### src/rtl/whack_pkg.sv
// Shared definitions for the whack-a-mole game controller.
//   state_t   : game FSM state encoding
//   LFSR_*    : width, reset seed and feedback taps of the mole-select LFSR
//   idx_w()   : bits needed to index a mole
package whack_pkg;

  typedef enum logic [2:0] {
    S_START,
    S_ARM,
    S_ACTIVE,
    S_WHACKED,
    S_MISSED,
    S_PAUSE,
    S_GAME_OVER
  } state_t;

  localparam int              LFSR_W    = 16;
  localparam logic [LFSR_W-1:0] LFSR_SEED = 16'hACE1;
  // x^16 + x^14 + x^13 + x^11 + 1, right-shifting Galois form (maximal length)
  localparam logic [LFSR_W-1:0] LFSR_TAPS = 16'hB400;

  function automatic int idx_w(input int n);
    return (n <= 2) ? 1 : $clog2(n);
  endfunction

endpackage

### src/rtl/whack_lfsr.sv
// 16-bit maximal-length Galois LFSR used to pick the next mole.
// Advances every cycle; synchronous active-high reset loads the seed.
// Ports:
//   clk  : clock, rising edge
//   rst  : synchronous active-high reset
//   rnd  : low OUT_W bits of the current LFSR state
module whack_lfsr
  import whack_pkg::*;
#(
  parameter int OUT_W = 2
) (
  input  logic             clk,
  input  logic             rst,
  output logic [OUT_W-1:0] rnd
);

  logic [LFSR_W-1:0] lfsr_q;
  logic [LFSR_W-1:0] lfsr_d;

  always_comb begin
    lfsr_d = lfsr_q >> 1;
    if (lfsr_q[0]) lfsr_d = lfsr_d ^ LFSR_TAPS;
  end

  always_ff @(posedge clk) begin
    if (rst) lfsr_q <= LFSR_SEED;
    else     lfsr_q <= lfsr_d;
  end

  assign rnd = lfsr_q[OUT_W-1:0];

endmodule

### src/rtl/whack_game_ctrl.sv
// Whack-a-mole game controller.
// Raises one mole at a time for a shrinking active window, scores correct
// button presses, charges a life for wrong presses or timeouts, and ends the
// game when lives run out.
// Ports:
//   clk              : clock, rising edge
//   Reset            : synchronous active-high reset
//   go               : start/restart request (rising edge is the event)
//   whack            : one button per mole (rising edges are the events)
//   mole_onehot      : currently raised mole, zero outside the active window
//   score            : hit count, saturating
//   lives_left       : remaining lives
//   successful_whack : one-cycle hit pulse
//   missed           : one-cycle miss pulse
//   game_over        : high while the game is over
module whack_game_ctrl
  import whack_pkg::*;
#(
  parameter int NUM_MOLES    = 4,
  parameter int SCORE_W      = 8,
  parameter int LIVES        = 3,
  parameter int MOLE_TIMEOUT = 8,
  parameter int MIN_TIMEOUT  = 4,
  parameter int TIMEOUT_STEP = 2,
  parameter int PAUSE_CYCLES = 3
) (
  input  logic                 clk,
  input  logic                 Reset,
  input  logic                 go,
  input  logic [NUM_MOLES-1:0] whack,
  output logic [NUM_MOLES-1:0] mole_onehot,
  output logic [SCORE_W-1:0]   score,
  output logic [3:0]           lives_left,
  output logic                 successful_whack,
  output logic                 missed,
  output logic                 game_over
);

  localparam int IDX_W = idx_w(NUM_MOLES);
  // One timer serves both the active window and the pause gap
  localparam int T_MAX = (MOLE_TIMEOUT > PAUSE_CYCLES) ? MOLE_TIMEOUT : PAUSE_CYCLES;
  localparam int TMR_W = $clog2(T_MAX + 1);

  state_t               state_q, state_d;
  logic                 go_prev_q, go_prev_d;
  logic [NUM_MOLES-1:0] whack_prev_q, whack_prev_d;
  logic [SCORE_W-1:0]   score_q, score_d;
  logic [3:0]           lives_q, lives_d;
  logic [TMR_W-1:0]     window_q, window_d;
  logic [TMR_W-1:0]     timer_q, timer_d;
  logic [IDX_W-1:0]     idx_q, idx_d;

  logic [IDX_W-1:0]     lfsr_low;
  logic                 go_edge;
  logic [NUM_MOLES-1:0] whack_edge;
  logic [NUM_MOLES-1:0] mole_vec;

  whack_lfsr #(.OUT_W(IDX_W)) u_lfsr (
    .clk (clk),
    .rst (Reset),
    .rnd (lfsr_low)
  );

  assign go_edge    = go & ~go_prev_q;
  assign whack_edge = whack & ~whack_prev_q;
  assign mole_vec   = {{(NUM_MOLES-1){1'b0}}, 1'b1} << idx_q;

  always_comb begin
    state_d      = state_q;
    go_prev_d    = go;
    whack_prev_d = whack;
    score_d      = score_q;
    lives_d      = lives_q;
    window_d     = window_q;
    timer_d      = timer_q;
    idx_d        = idx_q;
    case (state_q)
      S_START: begin
        score_d  = '0;
        lives_d  = 4'(LIVES);
        window_d = TMR_W'(MOLE_TIMEOUT);
        timer_d  = '0;
        if (go_edge) state_d = S_ARM;
      end
      S_ARM: begin
        // Never raise the same mole twice in a row
        idx_d   = (lfsr_low == idx_q) ? idx_q + IDX_W'(1) : lfsr_low;
        timer_d = '0;
        state_d = S_ACTIVE;
      end
      S_ACTIVE: begin
        // A correct press beats a timeout landing on the same cycle
        if (whack_edge == mole_vec)              state_d = S_WHACKED;
        else if (whack_edge != '0)               state_d = S_MISSED;
        else if (timer_q == window_q - TMR_W'(1)) state_d = S_MISSED;
        else                                     timer_d = timer_q + TMR_W'(1);
      end
      S_WHACKED: begin
        if (score_q != '1) score_d = score_q + SCORE_W'(1);
        if (int'(window_q) >= MIN_TIMEOUT + TIMEOUT_STEP)
          window_d = window_q - TMR_W'(TIMEOUT_STEP);
        else
          window_d = TMR_W'(MIN_TIMEOUT);
        timer_d = '0;
        state_d = S_PAUSE;
      end
      S_MISSED: begin
        lives_d = lives_q - 4'd1;
        timer_d = '0;
        state_d = (lives_q == 4'd1) ? S_GAME_OVER : S_PAUSE;
      end
      S_PAUSE: begin
        if (timer_q == TMR_W'(PAUSE_CYCLES - 1)) state_d = S_ARM;
        else                                     timer_d = timer_q + TMR_W'(1);
      end
      S_GAME_OVER: begin
        if (go_edge) state_d = S_START;
      end
      default: state_d = S_START;
    endcase
  end

  always_ff @(posedge clk) begin
    if (Reset) begin
      state_q      <= S_START;
      go_prev_q    <= 1'b0;
      whack_prev_q <= '0;
      score_q      <= '0;
      lives_q      <= 4'(LIVES);
      window_q     <= TMR_W'(MOLE_TIMEOUT);
      timer_q      <= '0;
      idx_q        <= '0;
    end else begin
      state_q      <= state_d;
      go_prev_q    <= go_prev_d;
      whack_prev_q <= whack_prev_d;
      score_q      <= score_d;
      lives_q      <= lives_d;
      window_q     <= window_d;
      timer_q      <= timer_d;
      idx_q        <= idx_d;
    end
  end

  assign mole_onehot      = (state_q == S_ACTIVE) ? mole_vec : '0;
  assign score            = score_q;
  assign lives_left       = lives_q;
  assign successful_whack = (state_q == S_WHACKED);
  assign missed           = (state_q == S_MISSED);
  assign game_over        = (state_q == S_GAME_OVER);

endmodule

### config.mk
export PLATFORM = sky130hd
export DESIGN_NAME = whack_game_ctrl
export DESIGN_NICKNAME = d
export VERILOG_FILES = /design/src/rtl/whack_pkg.sv /design/src/rtl/whack_lfsr.sv /design/src/rtl/whack_game_ctrl.sv
export SDC_FILE = /design/constraint.sdc
export NUM_CORES = 1
export LEC_CHECK = 0
export BUFFER_PORTS_ARGS = -buffer_cell sky130_fd_sc_hd__clkbuf_2
export CORE_AREA = 3 3 81 83
export DETAILED_ROUTE_END_ITERATION = 8
export DIE_AREA = 0 0 84 86
export PLACE_DENSITY_LB_ADDON = 0.08
export SYNTH_ARGS = -nofsm -noshare
export SYNTH_HDL_FRONTEND = slang
export SYNTH_HIERARCHICAL = 1
export SYNTH_SLANG_ARGS = --single-unit
### constraint.sdc
create_clock -name clk -period 2.2 [get_ports clk]
set_clock_uncertainty 0.15 [all_clocks]
set_input_delay 0.11 -clock clk [delete_from_list [all_inputs] [get_ports clk]]
set_output_delay 0.11 -clock clk [all_outputs]
set_load 0.05 [all_outputs]
==> flow_summary.json, run 1 <==
{
  "clk_pin_slew_worst_paths_ps": 90,
  "die-height_um": 86,
  "hold_violations": 0,
  "drt_pre_antenna_iters": 4,
  "first_global_vias": 1534,
  "clock_latency_ps": 290,
  "synth_top_area_share_pct": 40.98,
  "synth.top_cells.by_count": "dfxtp_1, nor2_1, nor2b_1, a21oi_1",
  "core-area_um2": 5921,
  "crit_fanout": 2,
  "htreeDepth": 2,
  "worstPathRequired_ps": 2240,
  "pwr-share-clk_pct": 29.8,
  "first_iter_violations": 72,
  "grt_antenna_before_repair": 0,
  "vias": 1664,
  "path_class": "input port to flip-flop",
  "dp_hpwl_um": 3085,
  "synthCells": 244,
  "place_ws_ps": 127.1,
  "grt_max_degree": 26,
  "fin_nets": 296,
  "fin_tns_setup_ps": 0,
  "cpMaxStageDelayCell": "dlygate4sd3_1",
  "timing.rr.start": "window_q[2]$_SDFFE_PP0P_",
  "drv_cap": 0,
  "setup_slack_ps": 85.55,
  "gp_routability_congestion": 0.7496,
  "maxSlewHeadroom_pct": 66.86,
  "start_kind": "input port",
  "ios": 26,
  "syn_nets": 262,
  "cts_setup_buffers": 0,
  "post_drt_wl_per_cell_um": 12.24,
  "slew_violations": 0,
  "track_usage_pct": 12.74,
  "fin_crit_sh_pct": 96.11,
  "antenna_left": 0,
  "critical_path.max_stage_delay_ps": 530,
  "drive_above_1_share_pct": 17.92,
  "crit_chain": "dlygate4sd3_1, clkbuf_2, nor2b_1, nor4_1, o21ai_1, o32a_1, a221oi_1",
  "cts_sinks": 45,
  "combinationalPowerShare_pct": 20.4,
  "yosysTopAreaCell": "dfxtp_1",
  "p_int_mw": 1.269,
  "synthToLayoutAreaGrowth_pct": 17.07,
  "synth-edff-count": 0,
  "vias_per_cell": 4.701,
  "grt_setup_unrepaired": "false",
  "cts_root_buf": "clkbuf_8",
  "yosysWarnings": 6,
  "synth-seq-area-share_pct": 40.98,
  "timing.rr.end": "timer_q[0]$_SDFFE_PP0P_",
  "arrival_ps": 2160,
  "critPathCapture": "state_q[1]$_SDFFE_PP0P_",
  "ys_ff_latch": 45,
  "cts_buffers": 5,
  "portBuffers": 25,
  "overflow": 0,
  "syn_area_um2": 2198,
  "synth.most_common_cell": "dfxtp_1",
  "row_count": 28,
  "p_seq_share_pct": 49.8,
  "leakagePower_nw": 1.140,
  "die_w_um": 84,
  "r2r_cells": 7,
  "worst_slew_pin_slew_ps": 492.6,
  "setup_viol": 0,
  "clock_path_buffers": 2,
  "cp-end-kind": "flip-flop",
  "yosys.cell_types.count": 46,
  "switching_share_pct": 30.26,
  "antenna_cells": 0,
  "async_reset_ff_share_pct": 0,
  "wl_um": 4333,
  "initial_core_util_pct": 37.13,
  "irDropWorstVdd_uv": 325.1,
  "drc_errors": 0,
  "worst_hold_slack_ps": 27.97,
  "yosys-top-cells-area": "dfxtp_1, ha_1, xnor2_1",
  "hold_path_class": "input port to flip-flop",
  "max_freq_ghz": 0.4729,
  "synth.avg_cell_area_um2": 9.010,
  "crit_start": "whack[0]",
  "r2r_setup_slack_ps": 150,
  "ys.flop_type": "dfxtp_1",
  "power.density_nw_per_um2": 707.3,
  "tritoncts": "done",
  "grt_pass1_wl_um": 7431,
  "total_power_mw": 1.820,
  "outcome": "finished clean",
  "die-area_um2": 7224,
  "fin_crit_ps": 2114,
  "net-switching-power_uw": 550.9
}
[logic make-up after synthesis]
| logic type | Yosys count | share of synthesized area [%] |
|---|---|---|
| buf+inv | 24 | 4.951 |
| mux | 3 | 1.480 |
| xor+xnor | 22 | 8.765 |
| simple gates | 100 | 24.99 |
| fa+ha+maj | 11 | 6.261 |
| flops | 45 | 40.98 |
| compound gates | 39 | 12.58 |
[final cells by class]
type	count	area [um2]
Fill cell	595	3347
Multi-Input combinational cell	175	1192
Sequential cell	45	903.4
Inverter	12	45.04
Clock buffer	6	82.58
Clock inverter	2	13.76
Timing Repair Buffer	39	242.7
Tap cell	75	93.84
[sequential cells by signal (all words and copies together), names as in the netlist]
| name | cells |
|---|---|
| idx_q | 2 |
| lives_left | 4 |
| go_prev_q | 1 |
| state_q | 3 |
| timer_q | 4 |
| score | 8 |
| u_lfsr/lfsr_q | 16 |
| window_q | 3 |
| whack_prev_q | 4 |
[critical path, delay by kind of cell]
family / cells / cell delay, ps
buffers and inverters: 2 / 640
AOI/OAI and AO/OA: 3 / 790
and+or+nand+nor: 2 / 620
[worst min-delay path by stage]
| stage | from | end | cells past startpoint |
|---|---|---|---|
| finish | Reset | score[1]$_SDFFE_PP0P_ | 2 |
| floorplan | go | go_prev_q$_SDFF_PP0_ | 1 |
| global route | Reset | window_q[1]$_SDFFE_PP0P_ | 2 |
| global placement | whack[3] | whack_prev_q[3]$_SDFF_PP0_ | 2 |
| detailed placement | whack[3] | whack_prev_q[3]$_SDFF_PP0_ | 2 |
| CTS | Reset | score[1]$_SDFFE_PP0P_ | 2 |
[layout by cell type, fill, tap and decap left out, types with 6 or more instances in the layout]
master	n
dfxtp_1	43
clkbuf_2	25
nor2_1	18
nor2b_1	15
inv_1	11
nand2_1	11
xor2_1	11
nand3_1	11
xnor2_1	11
a21oi_1	11
ha_1	11
buf_4	9
and2_1	6
nand2b_1	6
clkbuf_8	6
and2b_1	6
or2_1	6
[metrics by stage]
stage | std cells | instance area [um2] | util (%)
detailed placement | 341 | 2421 | 40.89
finish | 354 | 2574 | 43.47
floorplan | 244 | 2198 | -
global route | 354 | 2574 | 43.47
global placement | 341 | 2421 | 40.89
CTS | 354 | 2567 | 43.36
[timing repair]
action / CTS / global route
gates resized for setup: 0 / 3
setup endpoints to repair: 0 / 6
hold buffers: 5 / 0
hold endpoints to repair: 5 / 0
[per-layer routing]
layer  share of wire [%]  vias to the layer above  track usage [%]
li1                    -                      888                -
met1                  55                      743            18.37
met2                  40                       31            17.86
met3                 4.1                        2            3.746
met4                0.67                        0            4.678
met5                   0                        -                0
[power by group through the flow]
stage	combinational, mW	clock [mW]	sequential [mW]
final	0.371	0.543	0.907
after global routing	0.412	0.602	0.916
after CTS	0.370	0.576	0.906
after detailed placement	0.361	0	0.926
after global placement	0.361	0	0.926
after floorplan	0.276	0	0.917
No activity file was read; power rests on OpenSTA's default activity.
==> inputs of run 2 (changes only) <==
--- a/config.mk
+++ b/config.mk
@@ -10,6 +10,7 @@
 export DETAILED_ROUTE_END_ITERATION = 8
 export DIE_AREA = 0 0 84 86
 export PLACE_DENSITY_LB_ADDON = 0.08
+export REMOVE_ABC_BUFFERS = 1
 export SYNTH_ARGS = -nofsm -noshare
 export SYNTH_HDL_FRONTEND = slang
 export SYNTH_HIERARCHICAL = 1
==> run 2 against run 1 <==
Critical path depth did not move. Clock power is 21% higher. Highest routed layer unchanged. Largest power group unchanged. Worst setup slack better by 39 ps. Sequential share of layout area decreased by 0.41 points. Register-to-register slack got worse by 30 ps.
==> flow_summary.json, run 2 (same netlist as run 1, synthesis figures left out) <==
{
  "setup_slack_ps": 124.7,
  "start_kind": "flip-flop",
  "drt_pre_antenna_iters": 4,
  "hold_violations": 0,
  "top_layer_used": "met4",
  "wl_um": 4510,
  "path_class": "flip-flop to flip-flop",
  "max_freq_ghz": 0.4819,
  "largest_reg_flops": 16,
  "grt_antenna_before_repair": 0,
  "post_drt_wl_per_cell_um": 12.74,
  "row_count": 28,
  "synthToLayoutAreaGrowth_pct": 18.61,
  "final_cell_mix": "dfxtp_1, clkbuf_2, nor2_1",
  "drc_errors": 0,
  "critical_path.max_stage_delay_ps": 380,
  "first_iter_violations": 78,
  "outcome": "finished clean",
  "regMostFlops": "u_lfsr/lfsr_q",
  "portBuffers": 25,
  "cts_root_buf": "clkbuf_8",
  "gp_routability_congestion": 0.8483,
  "hold_path_class": "input port to flip-flop",
  "fin_tns_setup_ps": 0,
  "cp.buffers_inverters": 1,
  "drive_above_1_share_pct": 19.00,
  "die_w_um": 84,
  "initial_core_util_pct": 37.13,
  "setup_viol": 0,
  "worst_slew_pin_slew_ps": 505.8,
  "layout_commonest_cell": "dfxtp_1",
  "tritoncts": "done",
  "dr_wl_met2_um": 1946,
  "antenna_left": 0,
  "drv_cap": 0,
  "vias": 1730,
  "die-height_um": 86,
  "maxSlewHeadroom_pct": 66.02,
  "leakagePower_nw": 1.156,
  "slew_violations": 0,
  "fin_crit_sh_pct": 94.33,
  "place_ws_ps": 78.76,
  "wl_met1_um": 2318,
  "track_usage_pct": 12.87,
  "fill_cells": 603,
  "worst_hold_slack_ps": 105.4,
  "r2r_setup_slack_ps": 120,
  "cts_buffers": 5,
  "arrival_ps": 2110,
  "die-area_um2": 7224,
  "crit_chain": "inv_1, ha_1, xor2_1, nand3_1, o21a_1, a21oi_2, mux2_1",
  "cpLargestDelayFamily": "compound AO/OA/AOI/OAI gates",
  "grt_pass1_wl_um": 7603,
  "clk_pin_slew_worst_paths_ps": 100,
  "overflow": 0,
  "grt_setup_unrepaired": "false",
  "irDropWorstVdd_uv": 312.2,
  "crit_fanout": 5,
  "cp-end-kind": "flip-flop",
  "fin_nets": 296,
  "fin_crit_ps": 2075,
  "dr_wl_met3_um": 195,
  "clock_path_buffers": 2,
  "vias_per_cell": 4.887,
  "core-area_um2": 5921,
  "first_global_vias": 1626,
  "dp_hpwl_um": 3213,
  "power.density_nw_per_um2": 746.8,
  "htreeDepth": 2,
  "grt_max_degree": 20,
  "clock_latency_ps": 300,
  "ios": 26,
  "antenna_cells": 0,
  "cts_setup_buffers": 0,
  "cts_sinks": 45,
  "cpMaxStageDelayCell": "dfxtp_1",
  "worstPathRequired_ps": 2240
}
-- run 2: changes by cell type in the layout (fill, tap and decap cells not counted) --
cell | previous run | this run
clkinv_4 | 1 | 0
inv_6 | 0 | 2
xnor2_2 | 0 | 1
dfxtp_1 | 43 | 42
nor3_2 | 0 | 1
clkinv_2 | 1 | 0
clkbuf_8 | 6 | 5
nor3_1 | 4 | 3
xnor2_1 | 11 | 10
dfxtp_2 | 2 | 3
bufinv_16 | 0 | 1
-- run 2: final timing paths --
kind,startpoint,depth (start not counted),endpoint
setup / recovery,window_q[2]$_SDFFE_PP0P_,7,timer_q[1]$_SDFFE_PP0P_
hold / removal,Reset,2,idx_q[1]$_SDFFE_PP0N_
setup reg to reg,window_q[2]$_SDFFE_PP0P_,7,timer_q[1]$_SDFFE_PP0P_
hold reg to reg,u_lfsr/lfsr_q[6]$_SDFF_PP1_,1,u_lfsr/lfsr_q[5]$_SDFF_PP1_
-- run 2: power breakdown --
group | internal, mW | total, mW | switching [mW]
Sequential | 0.862 | 0.916 | 0.0545
Combinational | 0.159 | 0.373 | 0.214
Clock | 0.347 | 0.658 | 0.311
-- run 2: final cells by class --
class / instances / area [um2] / area share (%)
multi-input combinational: 175 / 1205 / 46.21
sequential: 45 / 904.6 / 34.69
timing repair buffer: 39 / 242.7 / 9.309
tap: 75 / 93.84 / 3.599
clock buffer: 5 / 68.82 / 2.639
clock inverter: 3 / 47.55 / 1.823
inverter: 12 / 45.04 / 1.727
-- run 2: metal layers --
metal	vias up	GRT usage, %
li1	889	-
met1	803	17.04
met2	32	20.10
met3	6	3.650
met4	0	4.532
met5	-	0
-- run 2: repair_timing --
| item | 4_1_cts | 5_1_grt |
|---|---|---|
| endpoints found under the hold margin | 5 | 0 |
| gates resized for setup | 0 | 6 |
| hold buffers | 5 | 0 |
| endpoints found under the setup margin | 0 | 8 |
-- run 2: per-stage QoR --
step | instances | area (um2) | total power [mW] | utilization, %
after floorplan | 232 | 2135 | 1.169 | -
after global placement | 341 | 2421 | 1.297 | 40.89
after detailed placement | 341 | 2421 | 1.293 | 40.89
after CTS | 354 | 2587 | 1.965 | 43.70
after global routing | 354 | 2608 | 2.053 | 44.04
final | 354 | 2608 | 1.947 | 44.04
